--- src/rtl/outport_fifo.sv ---
// outport_fifo: buffered replacement for the single-register OUT port.
// Captures the bus value on each OutPortin strobe into a DEPTH-entry FIFO and
// drains it to an external device over a valid/ready handshake.
//
// Parameters:
//   WIDTH      - data width of bus and entries
//   DEPTH      - number of entries (power of two, >= 2)
//   LATCH_LAST - 1: OutPort_out holds the last drained value when empty; 0: reads 0
// Ports:
//   clock       - rising-edge clock
//   clear       - asynchronous active-high reset
//   OutPortin   - write strobe from the control unit
//   BusMuxOut   - datapath bus value to store
//   OutPort_out - data presented to the device
//   out_valid   - OutPort_out holds an undelivered entry
//   out_ready   - device accepts the entry this cycle
//   count       - number of stored entries, 0..DEPTH
//   full/empty  - occupancy flags
//   stall       - control unit must hold its T-state (write while full)
//   ovf         - sticky flag: a write was dropped
//   ovf_clr     - synchronous clear of ovf
module outport_fifo #(
  parameter int unsigned WIDTH      = 32,
  parameter int unsigned DEPTH      = 4,
  parameter int unsigned LATCH_LAST = 1,
  localparam int unsigned AW        = $clog2(DEPTH)
) (
  input  logic             clock,
  input  logic             clear,
  input  logic             OutPortin,
  input  logic [WIDTH-1:0] BusMuxOut,
  output logic [WIDTH-1:0] OutPort_out,
  output logic             out_valid,
  input  logic             out_ready,
  output logic [AW:0]      count,
  output logic             full,
  output logic             empty,
  output logic             stall,
  output logic             ovf,
  input  logic             ovf_clr
);

  localparam logic [AW:0] FullCount = (AW + 1)'(DEPTH);

  logic [WIDTH-1:0] mem [DEPTH];
  logic [AW-1:0]    wp;
  logic [AW-1:0]    rp;
  logic [WIDTH-1:0] last;

  logic pop;
  logic push;
  logic drop;

  assign full      = (count == FullCount);
  assign empty     = (count == '0);
  assign out_valid = !empty;
  assign stall     = full & OutPortin;

  assign pop  = out_valid & out_ready;
  // A pop in the same cycle frees the slot the write lands in.
  assign push = OutPortin & (!full | pop);
  assign drop = OutPortin & full & !pop;

  always_comb begin
    if (out_valid) begin
      OutPort_out = mem[rp];
    end else if (LATCH_LAST != 0) begin
      OutPort_out = last;
    end else begin
      OutPort_out = '0;
    end
  end

  // Storage is not reset; contents are don't-care until written.
  always_ff @(posedge clock) begin
    if (push) begin
      mem[wp] <= BusMuxOut;
    end
  end

  always_ff @(posedge clock or posedge clear) begin
    if (clear) begin
      wp    <= '0;
      rp    <= '0;
      count <= '0;
      last  <= '0;
      ovf   <= 1'b0;
    end else begin
      if (push) begin
        wp <= wp + AW'(1);
      end
      if (pop) begin
        rp <= rp + AW'(1);
        if (LATCH_LAST != 0) begin
          last <= mem[rp];
        end
      end
      if (push && !pop) begin
        count <= count + (AW + 1)'(1);
      end else if (pop && !push) begin
        count <= count - (AW + 1)'(1);
      end
      // Set has priority over the synchronous clear.
      if (drop) begin
        ovf <= 1'b1;
      end else if (ovf_clr) begin
        ovf <= 1'b0;
      end
    end
  end

endmodule

--- config.mk ---
export PLATFORM = sky130hd
export DESIGN_NAME = outport_fifo
export DESIGN_NICKNAME = d
export VERILOG_FILES = /design/src/rtl/outport_fifo.sv
export SDC_FILE = /design/constraint.sdc
export NUM_CORES = 1
export LEC_CHECK = 0
export ABC_AREA = 1
export CELL_PAD_IN_SITES_DETAIL_PLACEMENT = 0
export CELL_PAD_IN_SITES_GLOBAL_PLACEMENT = 1
export CORE_UTILIZATION = 44
export CTS_CLUSTER_DIAMETER = 150
export DETAILED_ROUTE_END_ITERATION = 10
export PLACE_DENSITY = 0.79
export SYNTH_ARGS = -nofsm -noshare
export SYNTH_HDL_FRONTEND = slang
export SYNTH_SLANG_ARGS = --single-unit
export TNS_END_PERCENT = 100
--- constraint.sdc ---
create_clock -name clock -period 3.1 [get_ports clock]
set_input_delay 0.93 -clock clock [delete_from_list [all_inputs] [get_ports clock]]
set_output_delay 0.93 -clock clock [all_outputs]
set_load 0.01 [all_outputs]
==> impl_metrics.xml, run 1 <==
<?xml version="1.0" encoding="UTF-8"?>
<metrics>
  <group name="run_status">
    <metric name="outcome" unit="">completed</metric>
  </group>
  <group name="drt">
    <metric name="ant_nets" unit="">0</metric>
    <metric name="dr.first_iter.drc_count" unit="">361</metric>
    <metric name="num_vias" unit="">4866</metric>
    <metric name="drcViolationCount" unit="">0</metric>
    <metric name="first_pass_iters" unit="">5</metric>
    <metric name="wire_per_inst" unit="µm">16.7</metric>
    <metric name="routed_wl" unit="µm">16000</metric>
    <metric name="drt-vias-per-instance" unit="">5.09</metric>
  </group>
  <group name="layout">
    <metric name="layout.filler_cells" unit="">1270</metric>
    <metric name="final_core_util" unit="%">57.5</metric>
    <metric name="final_nets" unit="">775</metric>
    <metric name="ff_latch_area" unit="µm²">4850</metric>
    <metric name="antenna-diode-count" unit="">0</metric>
    <metric name="areaGrowthSynthToFinish" unit="%">26.4</metric>
    <metric name="share_of_post_route_cells_with_drive_strength_above_1" unit="%">10.2</metric>
    <metric name="multi_input_area" unit="µm²">1890</metric>
    <metric name="stdcell_count" unit="">956</metric>
  </group>
  <group name="clock_tree">
    <metric name="numCtsBuffers" unit="">17</metric>
    <metric name="clock_tree_from_tritoncts" unit="">done</metric>
    <metric name="hold_buf_cts" unit="">0</metric>
    <metric name="clock_path_buffers" unit="">2</metric>
    <metric name="clock_tree.htree_level_count" unit="">4</metric>
    <metric name="clock_sink_count" unit="">168</metric>
    <metric name="clk_transition_reported_paths" unit="ns">0.06</metric>
    <metric name="root_buffer" unit="">sky130_fd_sc_hd__clkbuf_16</metric>
    <metric name="insertion_delay" unit="ns">0.42</metric>
  </group>
  <group name="synth">
    <metric name="synth_edf_count" unit="">128</metric>
    <metric name="synthCells" unit="">641</metric>
    <metric name="synth-xor-area-share" unit="%">0.502</metric>
    <metric name="yosys-top-cells-area" unit="">sky130_fd_sc_hd__edfxtp_1, sky130_fd_sc_hd__nand2_1, sky130_fd_sc_hd__dfrtp_1</metric>
    <metric name="synth.mux.area_fraction" unit="%">0</metric>
    <metric name="synth_top_area_share" unit="%">55.0</metric>
    <metric name="syn_area_per_cell" unit="µm²">10.9</metric>
    <metric name="count_leader_synth" unit="">sky130_fd_sc_hd__nand2_1</metric>
    <metric name="postSynthNetCount" unit="">684</metric>
    <metric name="yosysWarnings" unit="">0</metric>
    <metric name="synth.largest_area_cell" unit="">sky130_fd_sc_hd__edfxtp_1</metric>
    <metric name="synth_compound_gate_area_share" unit="%">0.287</metric>
    <metric name="netlist_area" unit="µm²">6980</metric>
    <metric name="netlist-cell-type-count" unit="">21</metric>
    <metric name="synth_fa_ha_area_share" unit="%">1.18</metric>
    <metric name="synth.top_cells.by_count" unit="">sky130_fd_sc_hd__nand2_1, sky130_fd_sc_hd__nand3_1, sky130_fd_sc_hd__edfxtp_1, sky130_fd_sc_hd__dfrtp_1, sky130_fd_sc_hd__buf_2</metric>
    <metric name="synth_top_flop_cell" unit="">sky130_fd_sc_hd__edfxtp_1</metric>
    <metric name="proportion_of_synthesized_flip_flops_having_asynchronous_set_or_reset" unit="%">23.8</metric>
    <metric name="synth_top_family_by_area" unit="">simple AND/OR/NAND/NOR gates</metric>
    <metric name="synth_seq_area_share" unit="%">69.4</metric>
    <metric name="postSynthRegisterBits" unit="">168</metric>
    <metric name="post_synth_and_or_nand_nor_area_fraction" unit="%">24.5</metric>
  </group>
  <group name="placement">
    <metric name="gpl.final_weighted_congestion" unit="">0.715</metric>
    <metric name="post-dp-hpwl" unit="µm">9260</metric>
    <metric name="port_buffers" unit="">76</metric>
    <metric name="placed_cells_incl_taps" unit="">919</metric>
  </group>
  <group name="worst_setup_path">
    <metric name="critical_path_peak_fanout" unit="">10</metric>
    <metric name="crit_type" unit="">reg2out</metric>
    <metric name="critical_path.startpoint_type" unit="">flop</metric>
    <metric name="timing.critical_path.to_type" unit="">output pin</metric>
    <metric name="worst_ep_arrival_time" unit="ns">2.09</metric>
    <metric name="worstPathRequired" unit="ns">2.17</metric>
  </group>
  <group name="global_routing">
    <metric name="maximum_number_of_pins_on_one_net_before_global_route_repair" unit="">36</metric>
    <metric name="antenna_found_initial" unit="">0</metric>
    <metric name="first_pass_grt_wire_length" unit="µm">25300</metric>
    <metric name="first_global_vias" unit="">4829</metric>
    <metric name="gr-usage-all-layers" unit="%">20.9</metric>
    <metric name="global_route.overflow_total" unit="">0</metric>
  </group>
  <group name="timing">
    <metric name="final-hold-violation-count" unit="">0</metric>
    <metric name="timing_worst_slew_pin_value" unit="ns">0.543</metric>
    <metric name="fin_crit_sh" unit="%">97.6</metric>
    <metric name="worst_setup_skew_after_layout" unit="ns">0.00459</metric>
    <metric name="slew_violations" unit="">0</metric>
    <metric name="achievable-frequency" unit="GHz">0.331</metric>
    <metric name="max_slew_headroom_at_the_worst_pin" unit="%">63.7</metric>
    <metric name="setup_repair_after_global_routing_missed_its_margin" unit="">no</metric>
    <metric name="final_period_minus_worst_setup_slack" unit="ns">3.02</metric>
    <metric name="finalSetupViolations" unit="">0</metric>
    <metric name="fin_tns_setup" unit="ns">0</metric>
  </group>
  <group name="hold_path">
    <metric name="hold_path.class" unit="">reg2reg</metric>
  </group>
  <group name="floorplan">
    <metric name="floorplan.core_area" unit="µm²">15400</metric>
    <metric name="die_area" unit="µm²">16400</metric>
    <metric name="die-height" unit="µm">128</metric>
    <metric name="initial_utilization" unit="%">45.4</metric>
    <metric name="die_x" unit="µm">128</metric>
    <metric name="rows" unit="">45</metric>
    <metric name="boundaryPins" unit="">77</metric>
  </group>
  <group name="power_and_ir_drop">
    <metric name="power_density" unit="nW/µm²">1060</metric>
    <metric name="power.leakage" unit="nW">3.68</metric>
    <metric name="vdd_drop_max" unit="mV">0.580</metric>
  </group>
  <group name="flow_run">
    <metric name="maxCapViolCount" unit="">0</metric>
  </group>
</metrics>
-- area by class of cell --
| cell class | instances | area share, % |
|---|---|---|
| Multi-Input combinational cell | 421 | 21.4 |
| Clock inverter | 13 | 1.47 |
| Timing Repair Buffer | 105 | 13.4 |
| Clock buffer | 19 | 5.02 |
| Inverter | 19 | 0.864 |
| Tap cell | 211 | 2.99 |
| Sequential cell | 168 | 54.9 |
-- cells by family after synthesis --
kind of cell,Yosys count
AND/OR/NAND/NOR,408
adder cells (fa/ha/maj),6
buffers and inverters,52
flip-flops,168
XOR/XNOR,4
AO/OA/AOI/OAI,3
-- stage by stage --
step                      worst slack (ns)  total power [W]  hold WS (ns)  instance area [µm²]
final                               0.0751          0.00935         0.478                 8830
after global placement              0.0651          0.00719         0.462                 8140
after floorplan                     0.0849          0.00548         0.449                 6980
after CTS                          0.00740          0.00941         0.482                 8780
after global routing              0.000967          0.00993         0.490                 8830
after detailed placement            0.0514          0.00726         0.465                 8140
-- per-layer routing --
| metal | GRT usage [%] | vias to the layer above | wire (µm) |
|---|---|---|---|
| li1 | - | 2343 | - |
| met1 | 26.7 | 2339 | 6870 |
| met2 | 34.9 | 157 | 7950 |
| met3 | 4.05 | 27 | 775 |
| met4 | 9.20 | 0 | 357 |
| met5 | 0 | - | 0 |
-- cell usage in the layout, fill, tap and decap left out --
cell / Yosys / routed
sky130_fd_sc_hd__nand2_1: 268 / 268
sky130_fd_sc_hd__nand3_1: 132 / 132
sky130_fd_sc_hd__edfxtp_1: 128 / 128
sky130_fd_sc_hd__clkdlybuf4s50_1: 0 / 65
sky130_fd_sc_hd__dfrtp_1: 40 / 37
sky130_fd_sc_hd__clkbuf_16: 0 / 18
sky130_fd_sc_hd__buf_4: 6 / 14
sky130_fd_sc_hd__inv_1: 15 / 13
sky130_fd_sc_hd__buf_12: 0 / 10
sky130_fd_sc_hd__dlymetal6s2s_1: 0 / 9
sky130_fd_sc_hd__nor2_4: 1 / 5
sky130_fd_sc_hd__inv_2: 4 / 5
sky130_fd_sc_hd__ha_1: 5 / 5
sky130_fd_sc_hd__clkinvlp_4: 0 / 5
sky130_fd_sc_hd__clkinv_2: 0 / 4
sky130_fd_sc_hd__dfrtp_2: 0 / 3
sky130_fd_sc_hd__xnor2_1: 2 / 2
sky130_fd_sc_hd__clkinv_4: 0 / 2
sky130_fd_sc_hd__xor2_1: 2 / 2
sky130_fd_sc_hd__bufinv_16: 0 / 2
sky130_fd_sc_hd__dlygate4sd2_1: 0 / 2
sky130_fd_sc_hd__buf_8: 0 / 2
sky130_fd_sc_hd__nand2_2: 1 / 1
sky130_fd_sc_hd__nand2_4: 1 / 1
sky130_fd_sc_hd__a21oi_4: 0 / 1
sky130_fd_sc_hd__nor2_1: 5 / 1
sky130_fd_sc_hd__o21ai_0: 1 / 1
sky130_fd_sc_hd__o22ai_1: 1 / 1
sky130_fd_sc_hd__fa_1: 1 / 1
sky130_fd_sc_hd__clkbuf_8: 0 / 1
sky130_fd_sc_hd__clkbuf_1: 1 / 1
sky130_fd_sc_hd__clkinv_1: 0 / 1
sky130_fd_sc_hd__buf_16: 0 / 1
sky130_fd_sc_hd__buf_6: 6 / 1
-- power breakdown --
part	switching [W]	total, W	internal [W]
Combinational	0.00230	0.00404	0.00174
Sequential	0.000243	0.00327	0.00303
Clock	0.000835	0.00203	0.00120
Total	0.00338	0.00935	0.00597
-- worst paths after layout --
kind / from / end / slack, ns / cells after the start
setup / recovery: count[1] / OutPort_out[19] / 0.08 / 7
hold / removal: last[27] / last[27] / 0.48 / 2
setup reg to reg: count[1] / count[2] / 1.09 / 10
hold reg to reg: last[27] / last[27] / 0.48 / 2
max in group asynchronous: clear / last[0] / 1.69 / 3
min in group asynchronous: clear / ovf / 0.88 / 2
-- sequential cells by signal, indices dropped and copies added, names as in the netlist --
name and flops:
count 3, ovf 1, mem 128, last 32, wp 2, rp 2
-- critical path, stage by stage (launching register included) --
cell and delay (ns):
sky130_fd_sc_hd__dfrtp_2 0.45, sky130_fd_sc_hd__nor2_4 0.13, sky130_fd_sc_hd__nand2_2 0.10, sky130_fd_sc_hd__inv_2 0.10, sky130_fd_sc_hd__buf_4 0.17, sky130_fd_sc_hd__nand2_1 0.06
sky130_fd_sc_hd__nand2_1 0.11, sky130_fd_sc_hd__clkdlybuf4s50_1 0.55
-- repair_timing --
| action | in CTS | in global routing |
|---|---|---|
| resized for setup | 6 | 17 |
| pin swaps | 1 | 0 |
| buffers inserted | 3 | 0 |
| cloned | 1 | 1 |
| setup endpoints to repair | 26 | 28 |
(Power assumes the default switching activity.)
==> inputs of run 2 (changes only) <==
CELL_PAD_IN_SITES_DETAIL_PLACEMENT = default   (was 0)
CELL_PAD_IN_SITES_GLOBAL_PLACEMENT = default   (was 1)
CORE_UTILIZATION = 56   (was 44)
==> impl_metrics.xml, run 2 (synthesis results as in run 1) <==
<?xml version="1.0" encoding="UTF-8"?>
<metrics>
  <group name="run_status">
    <metric name="outcome" unit="">completed</metric>
  </group>
  <group name="layout">
    <metric name="layout.cells.most_common_list" unit="">sky130_fd_sc_hd__nand2_1, sky130_fd_sc_hd__nand3_1, sky130_fd_sc_hd__edfxtp_1</metric>
    <metric name="regMostFlops" unit="">mem</metric>
    <metric name="share_of_post_route_cells_with_drive_strength_above_1" unit="%">9.49</metric>
    <metric name="final_core_util" unit="%">72.3</metric>
    <metric name="layout.filler_cells" unit="">804</metric>
    <metric name="areaGrowthSynthToFinish" unit="%">24.9</metric>
    <metric name="final_nets" unit="">770</metric>
    <metric name="antenna-diode-count" unit="">0</metric>
    <metric name="largest_reg_flops" unit="">128</metric>
    <metric name="top_regs" unit="">mem: 128 flops, last: 32 flops, count: 3 flops</metric>
    <metric name="mostFrequentLayoutCell" unit="">sky130_fd_sc_hd__nand2_1</metric>
  </group>
  <group name="drt">
    <metric name="ant_nets" unit="">0</metric>
    <metric name="dr.first_iter.drc_count" unit="">459</metric>
    <metric name="drcViolationCount" unit="">0</metric>
    <metric name="routed_wl" unit="µm">16100</metric>
    <metric name="first_pass_iters" unit="">5</metric>
    <metric name="drt-vias-per-instance" unit="">5.53</metric>
    <metric name="wire_per_inst" unit="µm">17.8</metric>
    <metric name="num_vias" unit="">5013</metric>
  </group>
  <group name="power_and_ir_drop">
    <metric name="vdd_drop_max" unit="mV">0.542</metric>
    <metric name="power.leakage" unit="nW">3.59</metric>
    <metric name="power_density" unit="nW/µm²">1080</metric>
  </group>
  <group name="timing">
    <metric name="slew_violations" unit="">0</metric>
    <metric name="timing_worst_slew_pin_value" unit="ns">0.974</metric>
    <metric name="worst_setup_skew_after_layout" unit="ns">0.00792</metric>
    <metric name="final_period_minus_worst_setup_slack" unit="ns">3.03</metric>
    <metric name="final-hold-violation-count" unit="">0</metric>
    <metric name="fin_tns_setup" unit="ns">0</metric>
    <metric name="fin_crit_sh" unit="%">97.8</metric>
    <metric name="finalSetupViolations" unit="">0</metric>
    <metric name="max_slew_headroom_at_the_worst_pin" unit="%">34.9</metric>
    <metric name="achievable-frequency" unit="GHz">0.330</metric>
  </group>
  <group name="floorplan">
    <metric name="die_area" unit="µm²">12900</metric>
    <metric name="floorplan.core_area" unit="µm²">12100</metric>
    <metric name="die-height" unit="µm">114</metric>
    <metric name="rows" unit="">40</metric>
    <metric name="initial_utilization" unit="%">57.9</metric>
    <metric name="die_x" unit="µm">114</metric>
    <metric name="boundaryPins" unit="">77</metric>
  </group>
  <group name="worst_setup_path">
    <metric name="worst_ep_arrival_time" unit="ns">2.10</metric>
    <metric name="timing.critical_path.to_type" unit="">output pin</metric>
    <metric name="critical_path_peak_fanout" unit="">12</metric>
    <metric name="reg2reg_from" unit="">count[1]</metric>
    <metric name="reg2reg_depth" unit="">10</metric>
    <metric name="crit_type" unit="">reg2out</metric>
    <metric name="cp_slowest_cell" unit="">sky130_fd_sc_hd__clkdlybuf4s50_1</metric>
    <metric name="timing.critical_path.from" unit="">count[1]</metric>
    <metric name="crit_chain" unit="">nor2_4 &gt; nand2_2 &gt; inv_8 &gt; clkbuf_16 &gt; nand2_1 &gt; nand2_1 &gt; clkdlybuf4s50_1</metric>
    <metric name="critical_path.most_common_cell" unit="">sky130_fd_sc_hd__nand2_1</metric>
    <metric name="timing.critical_path.depth" unit="">7</metric>
    <metric name="path_delay_family" unit="">buffers and inverters</metric>
    <metric name="critical_path.startpoint_type" unit="">flop</metric>
    <metric name="timing.critical_path.slowest_cell_delay" unit="ns">0.54</metric>
    <metric name="worstPathRequired" unit="ns">2.17</metric>
    <metric name="critPathBufInv" unit="">3</metric>
    <metric name="worstReg2RegEnd" unit="">count[2]</metric>
    <metric name="rrSetupSlack" unit="ns">1.06</metric>
  </group>
  <group name="hold_path">
    <metric name="whs_path_depth" unit="">2</metric>
    <metric name="holdPathEnd" unit="">last[3]</metric>
    <metric name="hp-start" unit="">last[3]</metric>
    <metric name="hold_path.class" unit="">reg2reg</metric>
  </group>
  <group name="clock_tree">
    <metric name="clock_path_buffers" unit="">2</metric>
    <metric name="clock_tree.htree_level_count" unit="">4</metric>
    <metric name="numCtsBuffers" unit="">17</metric>
    <metric name="root_buffer" unit="">sky130_fd_sc_hd__clkbuf_16</metric>
    <metric name="clk_transition_reported_paths" unit="ns">0.06</metric>
    <metric name="insertion_delay" unit="ns">0.42</metric>
    <metric name="hold_buf_cts" unit="">0</metric>
    <metric name="clock_tree_from_tritoncts" unit="">done</metric>
    <metric name="clock_sink_count" unit="">168</metric>
  </group>
  <group name="global_routing">
    <metric name="first_global_vias" unit="">5038</metric>
    <metric name="global_route.overflow_total" unit="">0</metric>
    <metric name="antenna_found_initial" unit="">0</metric>
    <metric name="first_pass_grt_wire_length" unit="µm">24500</metric>
    <metric name="gr-usage-all-layers" unit="%">25.9</metric>
    <metric name="maximum_number_of_pins_on_one_net_before_global_route_repair" unit="">66</metric>
  </group>
  <group name="placement">
    <metric name="port_buffers" unit="">76</metric>
    <metric name="post-dp-hpwl" unit="µm">8520</metric>
    <metric name="gpl.final_weighted_congestion" unit="">0.722</metric>
  </group>
  <group name="flow_run">
    <metric name="maxCapViolCount" unit="">0</metric>
  </group>
</metrics>
## run 2: cell count changes in the layout (fill, tap and decap cells not counted), sizes merged, moves of 2 or more
cell,change
dlymetal6s2s,-7
buf,-8
clkbuf,+6
clkinv,-3
clkinvlp,-2
clkdlybuf4s50,+8
## run 2: layout make-up
type | count | area [µm²] | share of cell area (%)
clock inverters | 8 | 72.6 | 0.832
repair buffers | 100 | 1130 | 13.0
multi-input cells | 421 | 1890 | 21.7
clock buffers | 22 | 484 | 5.55
inverters | 19 | 86.3 | 0.990
well taps | 168 | 210 | 2.41
flip-flops and latches | 168 | 4850 | 55.6
## run 2: per-layer routing
| layer | global-route usage, % | part of all wire, % | vias up |
|---|---|---|---|
| met3 | 5.84 | 6.8 | 34 |
| met5 | 0 | 0 | - |
| met4 | 12.1 | 2.0 | 0 |
| li1 | - | - | 2337 |
| met1 | 30.8 | 39 | 2417 |
| met2 | 44.8 | 53 | 225 |
## run 2: through the flow
| step | std cells | hold WS (ns) | instance area, µm² | total power [W] | worst slack [ns] |
|---|---|---|---|---|---|
| 3_3_place_gp | 869 | 0.462 | 7980 | 0.00695 | 0.0780 |
| 6_report | 906 | 0.475 | 8720 | 0.00938 | 0.0689 |
| 4_1_cts | 900 | 0.482 | 8570 | 0.00914 | 0.0155 |
| 2_1_floorplan | 641 | 0.449 | 6980 | 0.00548 | 0.0849 |
| 5_1_grt | 906 | 0.494 | 8720 | 0.00992 | -0.0191 |
| 3_5_place_dp | 869 | 0.465 | 7980 | 0.00709 | 0.0583 |
## run 2: worst max-delay path by stage
stage,end,slack [ns]
2_1_floorplan,mem[0][0],0.08
3_3_place_gp,stall,0.08
3_5_place_dp,stall,0.06
4_1_cts,OutPort_out[19],0.02
5_1_grt,OutPort_out[20],-0.02
6_report,OutPort_out[13],0.07
## run 2: where the power goes
group | switching, W | internal, W | leakage [nW]
registers | 0.000257 | 0.00303 | 1.66
clock network | 0.000800 | 0.00117 | 0.270
logic | 0.00236 | 0.00176 | 1.66
## run 2: worst register-to-register path, cell delays in order (launching register included)
cell                      delay [ns]
sky130_fd_sc_hd__dfrtp_2        0.45
sky130_fd_sc_hd__nor2_4         0.13
sky130_fd_sc_hd__nand2_2        0.12
sky130_fd_sc_hd__buf_12         0.21
sky130_fd_sc_hd__nand2_4        0.08
sky130_fd_sc_hd__ha_1           0.17
sky130_fd_sc_hd__inv_1          0.07
sky130_fd_sc_hd__fa_1           0.39
sky130_fd_sc_hd__nand2_1        0.08
sky130_fd_sc_hd__nand3_1        0.08
sky130_fd_sc_hd__xor2_1         0.14
## run 2: what timing repair did
action                                  in CTS  in global routing
cloned                                       0                  4
setup buffers                                1                  2
endpoints found under the hold margin        0                  0
pin swaps                                    1                  0
gates resized for setup                     12                 11
endpoints found under the setup margin      33                 27
